==> config.mk <==
export PLATFORM = sky130hd
export DESIGN_NAME = mem_read_arbiter
export DESIGN_NICKNAME = d
export VERILOG_FILES = /design/src/rtl/mem_read_arbiter_pkg.sv /design/src/rtl/mem_read_arbiter_rr_arbiter_2.sv /design/src/rtl/mem_read_arbiter.sv
export SDC_FILE = /design/constraint.sdc
export NUM_CORES = 1
export LEC_CHECK = 0
export CELL_PAD_IN_SITES_DETAIL_PLACEMENT = 0
export CELL_PAD_IN_SITES_GLOBAL_PLACEMENT = 1
export CORE_ASPECT_RATIO = 1.4
export CORE_MARGIN = 4
export CORE_UTILIZATION = 15
export DETAILED_ROUTE_END_ITERATION = 10
export HOLD_SLACK_MARGIN = 0.12
export PLACE_DENSITY = 0.85
export RECOVER_POWER = 50
export SYNTH_ARGS = -nofsm -noshare
export SYNTH_HDL_FRONTEND = slang
export SYNTH_SLANG_ARGS = --single-unit
==> constraint.sdc <==
create_clock -name clk -period 2.1 [get_ports clk]
set_input_delay 0.42 -clock clk [delete_from_list [all_inputs] [get_ports clk]]
set_output_delay 0.42 -clock clk [all_outputs]
set_load 0.02 [all_outputs]
==> src/rtl/mem_read_arbiter_pkg.sv <==
// Shared types and constants for the memory read-channel arbiter.
package mem_read_arbiter_pkg;

    localparam int unsigned LenWidth = 5;

    typedef enum logic [1:0] {
        StIdle,
        StAddr,
        StData
    } arb_state_t;

    typedef enum logic {
        ReqI = 1'b0,
        ReqD = 1'b1
    } requester_t;

endpackage

==> src/rtl/mem_read_arbiter_rr_arbiter_2.sv <==
// Two-way round-robin pick. Purely combinational; the caller keeps last_grant.
module rr_arbiter_2
    import mem_read_arbiter_pkg::*;
(
    input  logic [1:0] req,
    input  requester_t last_grant,
    output logic       valid,
    output requester_t winner
);

    always_comb begin
        valid  = |req;
        winner = ReqI;
        if (req == 2'b11) begin
            // On a tie, the requester that did not go last wins.
            winner = (last_grant == ReqI) ? ReqD : ReqI;
        end else if (req[1]) begin
            winner = ReqD;
        end
    end

endmodule

==> src/rtl/mem_read_arbiter.sv <==
// Shares one AXI-style read channel between the i_cache and d_cache refill engines,
// holding the grant until the granted burst has fully returned.
module mem_read_arbiter
    import mem_read_arbiter_pkg::*;
#(
    parameter int unsigned ADDR_WIDTH = 26,
    parameter int unsigned DATA_WIDTH = 32,
    parameter int unsigned LEN_WIDTH  = LenWidth,
    parameter int unsigned ID_WIDTH   = 4
) (
    input  logic                  clk,
    input  logic                  rst_n,

    input  logic [ADDR_WIDTH-1:0] i_araddr,
    input  logic [LEN_WIDTH-1:0]  i_arlen,
    input  logic [ID_WIDTH-1:0]   i_arid,
    input  logic                  i_arvalid,
    output logic                  i_arready,
    output logic [DATA_WIDTH-1:0] i_rdata,
    output logic                  i_rvalid,
    input  logic                  i_rready,

    input  logic [ADDR_WIDTH-1:0] d_araddr,
    input  logic [LEN_WIDTH-1:0]  d_arlen,
    input  logic [ID_WIDTH-1:0]   d_arid,
    input  logic                  d_arvalid,
    output logic                  d_arready,
    output logic [DATA_WIDTH-1:0] d_rdata,
    output logic                  d_rvalid,
    input  logic                  d_rready,

    output logic [ADDR_WIDTH-1:0] s_araddr,
    output logic [LEN_WIDTH-1:0]  s_arlen,
    output logic [ID_WIDTH-1:0]   s_arid,
    output logic                  s_arvalid,
    input  logic                  s_arready,
    input  logic [DATA_WIDTH-1:0] s_rdata,
    input  logic                  s_rvalid,
    output logic                  s_rready,

    output logic                  o_busy,
    output logic                  o_protocol_error
);

    arb_state_t           state_q, state_d;
    requester_t           grant_q, grant_d;
    requester_t           last_grant_q, last_grant_d;
    logic [LEN_WIDTH-1:0] count_q, count_d;
    logic                 perr_q, perr_d;

    logic       arb_valid;
    requester_t arb_winner;
    logic       gnt_d;
    logic       sel_arvalid;
    logic       beat;

    rr_arbiter_2 u_rr (
        .req        ({d_arvalid, i_arvalid}),
        .last_grant (last_grant_q),
        .valid      (arb_valid),
        .winner     (arb_winner)
    );

    assign gnt_d       = (grant_q == ReqD);
    assign sel_arvalid = gnt_d ? d_arvalid : i_arvalid;

    always_comb begin
        state_d      = state_q;
        grant_d      = grant_q;
        last_grant_d = last_grant_q;
        count_d      = count_q;
        perr_d       = perr_q;

        s_araddr  = '0;
        s_arlen   = '0;
        s_arid    = '0;
        s_arvalid = 1'b0;
        s_rready  = 1'b0;
        i_arready = 1'b0;
        d_arready = 1'b0;
        i_rdata   = '0;
        d_rdata   = '0;
        i_rvalid  = 1'b0;
        d_rvalid  = 1'b0;
        beat      = 1'b0;

        unique case (state_q)
            StIdle: begin
                if (arb_valid) begin
                    grant_d = arb_winner;
                    state_d = StAddr;
                end
            end
            StAddr: begin
                s_araddr  = gnt_d ? d_araddr : i_araddr;
                s_arlen   = gnt_d ? d_arlen  : i_arlen;
                s_arid    = gnt_d ? d_arid   : i_arid;
                s_arvalid = sel_arvalid;
                if (gnt_d) d_arready = s_arready;
                else       i_arready = s_arready;
                if (!sel_arvalid) begin
                    // Requester withdrew; re-arbitrate without touching last_grant.
                    state_d = StIdle;
                end else if (s_arready) begin
                    count_d = (s_arlen == '0) ? LEN_WIDTH'(1) : s_arlen;
                    state_d = StData;
                end
            end
            StData: begin
                i_rdata = s_rdata;
                d_rdata = s_rdata;
                if (gnt_d) begin
                    d_rvalid = s_rvalid;
                    s_rready = d_rready;
                end else begin
                    i_rvalid = s_rvalid;
                    s_rready = i_rready;
                end
                beat = s_rvalid & s_rready;
                if (beat) begin
                    count_d = count_q - LEN_WIDTH'(1);
                    if (count_q == LEN_WIDTH'(1)) begin
                        state_d      = StIdle;
                        last_grant_d = grant_q;
                    end
                end
            end
            default: state_d = StIdle;
        endcase

        if (s_rvalid && state_q != StData) perr_d = 1'b1;
    end

    always_ff @(posedge clk or negedge rst_n) begin
        if (!rst_n) begin
            state_q      <= StIdle;
            grant_q      <= ReqI;
            last_grant_q <= ReqD;
            count_q      <= '0;
            perr_q       <= 1'b0;
        end else begin
            state_q      <= state_d;
            grant_q      <= grant_d;
            last_grant_q <= last_grant_d;
            count_q      <= count_d;
            perr_q       <= perr_d;
        end
    end

    assign o_busy           = (state_q != StIdle);
    assign o_protocol_error = perr_q;

endmodule

* Word level (Yosys, flattened, before mapping) *
Index checks and enable logic that the tools add are counted.

word-level totals
  register bits after elaboration = 10
  output and inout bits = 107
  word-level logic and storage cells = 62

cells by class
  add/sub/neg operators = 1
  eq/ne operators = 11
  mux-type cells = 34
  bitwise operators = 1
  reductions and logical operators = 10

operators by type and width
  operator                                              number
  two-way mux 26 bit                                    2
  two-way mux 32 bit                                    1
  two-way mux 5 bit                                     6
  two-way mux 1 bit                                     16
  inequality test 2 bit (second input constant)         6
  two-way mux 2 bit                                     5
  case mux 5 bit (2 select lines)                       1
  two-way mux 4 bit                                     2
  AND reduction 4 bit                                   2
  case mux 2 bit (3 select lines)                       1
  equality test 5 x 1 -> 1 bit (second input constant)  1
  zero test 5 bit                                       1
  subtractor 5 x 1 -> 5 bit (second input constant)     1
  equality test 2 bit (second input constant)           2
  nonzero test 2 bit                                    2
  inequality test 3 bit (second input constant)         1
  AND reduction 3 bit                                   1
  equality test 2 x 1 -> 1 bit (second input constant)  1
  zero test 2 bit                                       1
  AND reduction 2 bit                                   1
  OR reduction 2 bit                                    1
  bitwise AND 1 bit                                     1
  logical AND 1 bit                                     1

* Depth between registers and ports, before layout *
Gate-level depths: netlist of run 1.

  word-level depth = 6
  gate-level depth with buffers = 6

* Hierarchy *
Synthesis of run 1 repeated with hierarchy kept, for this count alone.

unflattened totals
  cells, all modules = 211
  area, all modules = 1609.0 µm²

by module, submodules not included
  module            instances  cells an instance  area each (µm²)  seq. area each (µm²)
  mem_read_arbiter  1          209                1595.3           251.5
  rr_arbiter_2      1          2                  13.8             0.0

* Least setup slack after synthesis of run 1 *
No wires, ideal clock.

  kind = flip-flop to output port
  from = register state_q[1]
  to = output port i_rdata[10]
  arrival time = 1424 ps
  slack = 256 ps
  cell stages (with the launch flop) = 6
  path buffers = 3
  cell sequence = dfrtp_1 > nor2b_1 > buf_2 > clkbuf_1 > and2_1 > buf_4

on the way
  word-level cells in the longest chain between the ends = 2

ends and longest elaborated chain
  what                    line                     source
  start, declared         mem_read_arbiter.sv:45   arb_state_t state_q, state_d;
  start signal, assigned  mem_read_arbiter.sv:136  state_q <= StIdle;
  start signal, assigned  mem_read_arbiter.sv:142  state_q <= state_d;
  equality test 2 bit     -
  two-way mux 32 bit      -
  end, declared           mem_read_arbiter.sv:19   output logic [DATA_WIDTH-1:0] i_rdata,

Every way passes these cells.

* Worst setup path after layout of run 1 *
  from = input port s_rvalid
  to = output port i_rvalid

on the way
  word-level cells in the longest chain between the ends = 2

ends and longest elaborated chain
  what               line                     source
  start, declared    mem_read_arbiter.sv:38   input logic s_rvalid,
  two-way mux 1 bit  mem_read_arbiter.sv:112  if (gnt_d) begin
  two-way mux 1 bit  mem_read_arbiter.sv:87   unique case (state_q)
  end, declared      mem_read_arbiter.sv:20   output logic i_rvalid,

Every way passes these cells.

==> flow_summary.ini, run 1 <==
[run_status]
status = finished, final reports clean

[cts]
clk_path_buf_depth = 2
cts_tree = built
clock-sinks = 10
htreeDepth = 1
clk_pin_slew_worst_paths_ns = 0.04
ctsRootBufferMaster = clkbuf_16
clk_latency_ns = 0.24
hold_buffers = 0
cts_buffers = 3

[worst_setup_path]
cp-start-kind = input pin
critical_path_arrival_ns = 1.59
r2r-start = gnt_d
critPathRequiredTime_ns = 1.68
r2r-end = count_q[4]
critPathCaptureType = output pin
cp_max_fo = 4
r2r_slack_ns = 0.40
endpoint = i_rvalid
cp-startpoint = s_rvalid
reg2reg_depth = 6
setup.worst_path.class = input pin to output pin

[sta]
finalClockSkew_ns = 0.00282
hold_viol_final = 0
timing.final.crit_share_pct = 95.8
setup_slack_ns = 0.0885
slew_headroom_pct = 69.0
setup_viol = 0
rsz0062_at_grt = no
worstMarginPinSlew_ns = 0.463
fmax_mhz = 497
fin_crit_ns = 2.01
drv_slew = 0

[yosys]
yosys.area.top_type_share_pct = 21.3
synth_area_leader_cell = mux2i_1
ys_seq_area_share_pct = 15.3
synth_common_cells = 44 x nor2_1, 35 x mux2i_1, 33 x buf_4, 32 x and2_1, 9 x dfrtp_1
synth.distinct_cells = 36
ys.flop_type = dfrtp_1
ys_seq_elements = 10
netlist_top_cells_area = mux2i_1 21%, buf_4 15%, dfrtp_1 14%, and2_1 12%, nor2_1 10%
async_flop_share_pct = 100
syn_area_sq_um = 1640
synth_edf_count = 0
ys_warn_count = 0
yosysMostFrequentCell = nor2_1
synth_nets = 331
syn_inst = 219
synth_area_per_cell_sq_um = 7.51

[power]
leakage_nw = 2.04
ir_drop_mv = 0.510
power_density_nw_per_um2 = 1040

[routing]
vias_per_cell = 4.06
wl_per_cell_microns = 13.5
drc = 0
dr.pass1.iters = 4
num_vias = 2275
routed_wl_microns = 7590
final_antenna_net_count = 0
dr.first_iter.drc_count = 36

[finish]
layout-drive-gt1-share_pct = 9.07
area_growth_pct = 135
postLayoutCellArea_sq_um = 3870
n_antenna_cell = 0
nNetsFinal = 532

[grt]
grt_start_max_net_pins = 37
grt_pass1_vias = 2360
grt_overflow_total = 0
grt.total_usage_pct = 11.4
grt_antenna_before_repair = 1
grt_pass1_wl_microns = 11400

[floorplan]
coreArea_sq_um = 10800
row_count = 45
die_h_microns = 132
io_pins = 217
dieArea_sq_um = 12700
start_util_pct = 15.2
die_w_microns = 96.5

[place]
place_ws_ns = -0.259
routabilityCongestion = 0.731
portBuffers = 216
hpwl_microns = 6720
dpl-instance-area_sq_um = 3910

[worst_hold_path]
hold_class = flip-flop to flip-flop

[job]
maxCapViolCount = 0
-- worst min path at each step --
stage	to	start	cells after the start	slack, ns
floorplan	count_q[0]	rst_n	0	0.12
finish	o_protocol_error	o_protocol_error	1	0.46
global placement	o_protocol_error	o_protocol_error	1	0.45
detailed placement	o_protocol_error	o_protocol_error	1	0.47
CTS	o_protocol_error	o_protocol_error	1	0.48
global route	o_protocol_error	o_protocol_error	1	0.49
-- metrics by stage --
stage	hold slack, ns	total power [mW]	util, %	cells	TNS, ns
finish	0.458	4.02	35.8	560	0
global route	0.488	4.33	35.8	560	0
floorplan	0.124	2.43	-	219	0
detailed placement	0.475	4.12	36.1	554	-1.54
global placement	0.454	4.10	36.1	554	-1.38
CTS	0.481	4.17	36.0	558	0
-- where the power goes --
group	total (mW)	internal, mW	switching (mW)
Sequential	0.379	0.288	0.0910
Combinational	3.26	1.44	1.81
Clock	0.379	0.287	0.0924
-- cell families (layout without fill, tap and decap cells) --
| family | Yosys count | after routing | synth area share (%) |
|---|---|---|---|
| flip-flops | 10 | 10 | 15.3 |
| adder cells (fa/ha/maj) | 2 | 2 | 1.52 |
| multiplexers | 38 | 38 | 24.2 |
| buffers and inverters | 50 | 250 | 19.7 |
| AO/OA/AOI/OAI | 19 | 19 | 8.68 |
| AND/OR/NAND/NOR | 100 | 100 | 30.6 |
-- per-layer routing --
metal,vias up,GRT usage [%],share of wire (%)
li1,1102,-,-
met2,164,22.7,53
met1,1000,10.0,32
met5,-,0,0.092
met4,2,3.51,1.3
met3,7,4.05,14
-- worst max-delay path, cell delays in order --
cell and delay [ns]:
clkdlybuf4s50_1 0.50, nand3b_1 0.18, nor2_1 0.12, dlygate4sd2_1 0.37
-- area by class of cell --
type | instances | area [sq um]
clock buffer | 4 | 88.8
fill | 1146 | 6940
inverter | 4 | 15.0
multi-input combinational | 159 | 1090
sequential | 10 | 253
tap | 141 | 176
timing repair buffer | 242 | 2250
-- flip-flops by register name, indices dropped and copies added (netlist names) --
| register | cells |
|---|---|
| count_q | 5 |
| o_protocol_error | 1 |
| state_q | 2 |
| gnt_d | 1 |
| last_grant_q | 1 |
-- repair_timing --
action,4_1_cts,5_1_grt
resized for setup,111,1
gates cloned,0,0
pin swaps,0,1
buffers inserted,0,2
setup endpoints to repair,105,3
-- placed cells by master (no fill, tap or decap), drive strengths merged, types with 4 or more instances in the layout --
cell / n
nand2: 5
inv: 4
mux2i: 37
clkbuf: 10
nor2: 44
dlygate4sd2: 105
dfrtp: 9
and2: 32
buf: 21
o21ai: 7
clkdlybuf4s50: 108
Note: power is estimated with default switching activity, not from simulation.
==> inputs of run 2 (changes only) <==
--- a/config.mk
+++ b/config.mk
@@ -12,7 +12,7 @@
 export CORE_UTILIZATION = 15
 export DETAILED_ROUTE_END_ITERATION = 10
 export HOLD_SLACK_MARGIN = 0.12
-export PLACE_DENSITY = 0.85
+export PLACE_DENSITY = 0.84
 export RECOVER_POWER = 50
 export SYNTH_ARGS = -nofsm -noshare
 export SYNTH_HDL_FRONTEND = slang
==> constraint.sdc (replaced) <==
create_clock -name clk -period 2.1 [get_ports clk]
set_input_delay 0.42 -clock clk [delete_from_list [all_inputs] [get_ports clk]]
set_output_delay 0.42 -clock clk [all_outputs]
set_load 0.1 [all_outputs]
==> flow_summary.ini, run 2 (same netlist as run 1, synthesis figures left out) <==
[finish]
nNetsFinal = 519
area_growth_pct = 222
layout-drive-gt1-share_pct = 50.7
mostFrequentLayoutCell = buf_12
largest_registers = count_q x5, state_q x2
regMostFlops = count_q
largest_reg_flops = 5
layout_common_cells = 111 x buf_12, 108 x clkdlybuf4s50_1, 35 x mux2i_1, 29 x nor2_4, 22 x and2_2
fin_util_pct = 48.9
n_antenna_cell = 0

[sta]
slew_headroom_pct = 70.7
fin_crit_ns = 2.02
hold_ws_ns = 0.476
rsz0062_at_grt = yes
setup_viol = 0
drv_slew = 0
tns_ns = 0
worstMarginPinSlew_ns = 0.438
timing.final.crit_share_pct = 96.0
hold_viol_final = 0
finalClockSkew_ns = 0.00415
fmax_mhz = 496

[worst_setup_path]
critical-path-max-stage-delay_ns = 0.45
worstPathCellList = nand2b_4 > buf_12 > nor2_2 > buf_12
critPathCaptureType = output pin
reg2reg_depth = 5
cp-startpoint = state_q[1]
r2r-start = gnt_d
setup.worst_path.class = flip-flop to output pin
r2r-end = count_q[2]
crit_cells = 4
r2r_slack_ns = 0.31
crit_buf_inv = 2
cp_max_fo = 12
crit_top_cell = buf_12
critical_path_arrival_ns = 1.60
critPathRequiredTime_ns = 1.68
endpoint = s_araddr[0]
crit_slowest_cell = dfrtp_1
cp-start-kind = flip-flop
critPathTopFamily = simple AND/OR/NAND/NOR gates

[routing]
routed_wl_microns = 8640
dr.first_iter.drc_count = 31
dr.pass1.iters = 4
wl_per_cell_microns = 15.8
vias_per_cell = 4.17
final_antenna_net_count = 0
drc = 0
num_vias = 2282

[worst_hold_path]
hold_class = flip-flop to flip-flop

[floorplan]
start_util_pct = 15.2
io_pins = 217
dieArea_sq_um = 12700
row_count = 45
die_h_microns = 132
coreArea_sq_um = 10800
die_w_microns = 96.5

[place]
routabilityCongestion = 0.753
portBuffers = 216
hpwl_microns = 7940

[cts]
hold_buffers = 0
clk_latency_ns = 0.24
cts_buffers = 3
htreeDepth = 1
ctsRootBufferMaster = clkbuf_16
cts_tree = built
clk_pin_slew_worst_paths_ns = 0.04
clock-sinks = 10
clk_path_buf_depth = 2

[run_status]
status = finished, final reports clean

[grt]
grt_overflow_total = 0
grt_start_max_net_pins = 33
grt_pass1_wl_microns = 12700
grt_pass1_vias = 2505
grt_antenna_before_repair = 0
grt.total_usage_pct = 12.7

[job]
maxCapViolCount = 0
run 2: cell count changes in the layout (fill, tap and decap cells not counted), sizes merged:
cell,change
dlygate4sd3,-1
clkbuf,-6
buf,+99
dlygate4sd2,-105
run 2: worst min path at each step:
stage,from,end,cells after the start
after detailed placement,o_protocol_error,o_protocol_error,1
after global routing,o_protocol_error,o_protocol_error,1
after global placement,o_protocol_error,o_protocol_error,1
after floorplan,rst_n,count_q[0],0
final,o_protocol_error,o_protocol_error,1
after CTS,o_protocol_error,o_protocol_error,1
run 2: per-layer routing:
metal | track usage (%) | vias up | wire (microns)
met5 | 0 | - | 0
met2 | 24.6 | 199 | 4380
met4 | 2.34 | 0 | 87
met3 | 7.77 | 7 | 1670
met1 | 10.6 | 995 | 2510
li1 | - | 1081 | -
run 2: area by class of cell:
cell class	instances	area (sq um)
fill	962	5520
clock buffer	4	78.8
multi-input combinational	159	1380
inverter	4	15.0
timing repair buffer	229	3380
tap	141	176
sequential	10	256
run 2: through the flow:
stage	setup slack (ns)	instance area (sq um)	cells
floorplan	-0.456	1990	219
global placement	0.0540	5200	543
detailed placement	0.0597	5200	543
CTS	0.0312	5280	547
global route	0.00104	5290	547
finish	0.0840	5290	547
run 2: what timing repair did:
| action | in CTS | in global routing |
|---|---|---|
| endpoints found under the setup margin | 0 | 44 |
| gates resized for setup | 0 | 4 |
| setup buffers | 0 | 0 |
Power of run 2 is not shown: default switching activity piles up to over one toggle a cycle in this logic, so the estimate is an artifact.
